### src/rtl/lp_four_to_six.sv
// 4-to-6 sample gearbox: packs three 4-lane beats into two 6-lane words, oldest sample in lane 0.
// Optional sticky misalignment flag enabled with `define LP_FOUR_TO_SIX_SYNCERR_EN.
module lp_four_to_six #(
  parameter int NBITS = 12
) (
  input  logic               clk_i,
  input  logic               rst_i,
  input  logic               ce_i,
  input  logic               sync_i,
  input  logic [4*NBITS-1:0] dat_i,
  output logic [6*NBITS-1:0] dat_o,
  output logic               valid_o,
  output logic               sync_err_o
);

  typedef enum logic [1:0] {
    PH0 = 2'd0,
    PH1 = 2'd1,
    PH2 = 2'd2
  } phase_t;

  phase_t             phase_q;
  phase_t             phase_d;
  phase_t             eff_phase;
  logic [4*NBITS-1:0] store_q;
  logic [4*NBITS-1:0] store_d;
  logic [6*NBITS-1:0] dat_p0;
  logic               vld_p0;

  // A qualified sync restarts the frame, discarding whatever is half-assembled.
  always_comb begin
    eff_phase = (ce_i && sync_i) ? PH0 : phase_q;
    phase_d   = phase_q;
    store_d   = store_q;
    dat_p0    = dat_o;
    vld_p0    = 1'b0;
    if (ce_i) begin
      unique case (eff_phase)
        PH0: begin
          store_d = dat_i;
          phase_d = PH1;
        end
        PH1: begin
          dat_p0                  = {dat_i[0 +: 2*NBITS], store_q};
          store_d[0 +: 2*NBITS]   = dat_i[2*NBITS +: 2*NBITS];
          vld_p0                  = 1'b1;
          phase_d                 = PH2;
        end
        PH2: begin
          dat_p0  = {dat_i, store_q[0 +: 2*NBITS]};
          vld_p0  = 1'b1;
          phase_d = PH0;
        end
        default: begin
          phase_d = PH0;
        end
      endcase
    end
  end

  // Output register stage: dat_o holds between words, only valid_o pulses.
  always_ff @(posedge clk_i) begin
    if (rst_i) begin
      phase_q <= PH0;
      store_q <= '0;
      dat_o   <= '0;
      valid_o <= 1'b0;
    end else begin
      phase_q <= phase_d;
      store_q <= store_d;
      dat_o   <= dat_p0;
      valid_o <= vld_p0;
    end
  end

`ifdef LP_FOUR_TO_SIX_SYNCERR_EN
  // Sticky: any sync landing mid-frame means the source lost alignment at some point.
  always_ff @(posedge clk_i) begin
    if (rst_i) begin
      sync_err_o <= 1'b0;
    end else if (ce_i && sync_i && (phase_q != PH0)) begin
      sync_err_o <= 1'b1;
    end
  end
`else
  assign sync_err_o = 1'b0;
`endif

endmodule

### config.mk
export PLATFORM = sky130hd
export DESIGN_NAME = lp_four_to_six
export DESIGN_NICKNAME = d
export VERILOG_FILES = /design/src/rtl/lp_four_to_six.sv
export SDC_FILE = /design/constraint.sdc
export NUM_CORES = 1
export LEC_CHECK = 0
export CORE_MARGIN = 2
export CORE_UTILIZATION = 45
export CTS_BUF_LIST = sky130_fd_sc_hd__clkbuf_8
export CTS_CLUSTER_SIZE = 14
export DETAILED_ROUTE_END_ITERATION = 10
export HOLD_SLACK_MARGIN = 0.02
export PLACE_DENSITY = 0.79
export SLEW_MARGIN = 15
export SYNTH_ARGS = -nofsm -noshare
export SYNTH_HDL_FRONTEND = slang
export SYNTH_SLANG_ARGS = --single-unit
### constraint.sdc
create_clock -name clk_i -period 4 [get_ports clk_i]
set_input_delay 1.2 -clock clk_i [delete_from_list [all_inputs] [get_ports clk_i]]
set_output_delay 1.2 -clock clk_i [all_outputs]
set_load 0.05 [all_outputs]
==> impl_results.md <==
- Outcome: completed
- Syn Area/Cell: around 10 sq um
- Maximum clock path buffer count: 2
- Post-synth EDFFs: 0
- PortBufs: about 120
- DRC Markers: 0
- FF/Latch Area: 2460 sq um
- Core Region: 11,300 sq um
- Worst Path Arrival: 3.32 ns
- DRT antenna net count: 0
- Nets: approximately 700
- Final WL: 12.8 mm
- Mapped Cells: 527
- CP max stage cell: clkdlybuf4s50_1
- Antenna Cells: 0
- Relative slew slack: 0.488
- Rows: 39
- I/O pin cnt: between 100 and 150
- Slowest cell delay on critical path: 0.57 ns
- Post-CTS setup buffer count: 0
- Share of flip-flops with an asynchronous set or reset: 0
- Worst-margin pin slew: about 0.77 ns
- Initial Util: 0.456
- CP Capture Type: flop
- Cell with the most instances after synthesis: dfxtp_1
- Yosys top cell by area: dfxtp_1
- Chip height: roughly 110 microns
- Clk pin slew, worst setup/hold paths: about 0.070 ns
- WP depth: 8
- Cell family with most CP delay: buffers and inverters
- Initial DRC count: just under 200
- Startpoint types: input port
- Synth warn: 0
- Wire per inst: between 15 and 20 microns
- Root Buffer: clkbuf_8
- Buffer and inverter count on the worst path: 2
- Final Hold Viols: 0
- Lkg Pwr: 2.26 nW
- Top cells by count, synth: dfxtp_1, nand2_1, mux2i_1
- Most frequent CP cell: nand2_1
- Sink Count: 123
- Vias post-DR: between 4,000 and 5,000
- TritonCTS clock tree: built
- Max Cap Viol: 0
- Min Tclk post-route: just under 3 ns
- Layout cell share with drive strength beyond 1: 0.113
- Power Dens Cells: about 450 nW/um^2
- Grt ovf: 0
- Final Power: a little over 3 mW
- Synth top area share: 0.479
- Crit-path cells: clkdlybuf4s50_1 > nand2_1 > nand2_1 > ha_1 > and2_4 > buf_4 > nor2_1 > a211oi_2
- Critical path type: input port to flop
- Pin count of the biggest net entering global routing: 78
- Filler cell count: roughly 930
- RSZ-0062 raised after global routing: false
- Multi-input gate area: 2370 sq um
- Hold crit path type: flop to flop
- Final setup fails: 0
- TritonRoute pass-1 iters: 4
- Cts bufs inserted: 17
- DP Wirelength: between 8 and 9 mm
- Worst Path Required: 4.35 ns
- IR drop worst, VDD: 0.000313 V
- Global-route wire length before repair: 21.3 mm
- Hold path cells: 2
- Antenna violations before repair: 0
- Synth area leaders: dfxtp_1, mux2i_1, nand2_1
- Die W: between 100 and 150 microns
- Skew-Pair Late Insertion Delay: 0.43 ns
- Post-CTS sizing: 0
- Yosys reg bits: around 120
- P&R area growth vs syn: 31.6%
- Reg2Reg Depth: 6
- Register area share after synthesis: 0.479
- Top_reg_cell synth: dfxtp_1
- Hold slack: roughly 0.45 ns
- Worst Skew: slightly above 0.01 ns
- Mapped Nets: between 500 and 600
- RePlAce Congestion: approximately 0.79
- Yosys cell types: 22
- Fmax: between 300 and 400 MHz
- H-tree depth: 4
- DR vias/cell: between 5 and 6
- Die area: 12,300 sq um
- End-of-flow core utilization: 0.600
- Period utilization: 0.744
- Total Routing Usage GR: 0.216
- Number of global-route vias before repair: about 4,200
- Fin Setup TNS: 0 ns
- Mapped cell area: 5140 sq um
- Fin. max-slew vios: 0
- Hold_buf cts: 0
- Crit path max fanout: between 40 and 50
==> worst reg2reg max path, stage by stage (launching register included) <==
cell and delay [ns]:
dfxtp_1 0.36, nand2_1 0.14, ha_1 0.33, and2_4 0.16
buf_4 0.43, nor2_1 0.13, a211oi_2 0.21
==> metal layers <==
layer	vias up	share of wire	track usage
met2	135	0.48	0.344
met1	1971	0.46	0.282
met5	-	0	0
li1	2054	-	-
met4	0	0.012	0.0592
met3	12	0.054	0.0711
==> sequential cells by signal, indices dropped and copies added (netlist names) <==
register,flops
store_q,48
phase_q,2
valid_o,1
dat_o,72
==> cells by family (layout without fill, tap and decap cells) <==
group                    after synthesis  after routing  share of synthesized area
flip-flops                           123            123                      0.479
AO/OA/AOI/OAI                        121            121                      0.189
AND/OR/NAND/NOR                      156            156                      0.117
other                                  1              1                   0.000729
multiplexers                          74             74                      0.144
adder cells (fa/ha/maj)                4              4                    0.00974
buffers and inverters                 48            168                     0.0613
==> stage by stage <==
| stage | cell area, sq um | setup WS [ns] | instances |
|---|---|---|---|
| global route | 6760 | 0.866 | 790 |
| global placement | 6370 | 0.722 | 760 |
| detailed placement | 6370 | 0.608 | 760 |
| CTS | 6760 | 1.07 | 790 |
| finish | 6760 | 1.03 | 790 |
| floorplan | 5140 | 1.45 | 527 |
==> cell type report <==
type	instances	area share
clock buffer	19	0.0387
clock inverter	11	0.0194
inverter	2	0.00111
multi-input combinational	356	0.350
sequential	123	0.364
tap	143	0.0265
timing repair buffer	136	0.200
==> power by group <==
part	internal (mW)	total [mW]	switching (mW)	leakage, nW
sequential	1.30	1.35	0.0456	1.01
combinational	0.221	0.585	0.364	1.04
clock	0.632	1.10	0.466	0.212
total	2.16	3.03	0.876	2.26
==> layout by cell type (no fill, tap or decap), types with 3 or more instances in the layout <==
cell             instances
a211oi_2                30
mux2i_1                 74
o2bb2ai_1               24
dfxtp_1                123
a211oi_1                18
nand2_1                101
clkbuf_8                19
bufinv_16                3
a21oi_1                 48
clkdlybuf4s50_1        123
buf_4                   11
nor2_1                  51
inv_1                    6
==> path summary, 6_finish.rpt <==
check,slack [ns],start,to
worst max-delay path,1.03,ce_i,dat_o[29]
worst min-delay path,0.45,dat_o[22],dat_o[22]
worst max register to register,2.16,phase_q[1],dat_o[29]
worst min register to register,0.45,dat_o[22],dat_o[22]
Note: power is estimated with default switching activity, not from simulation.
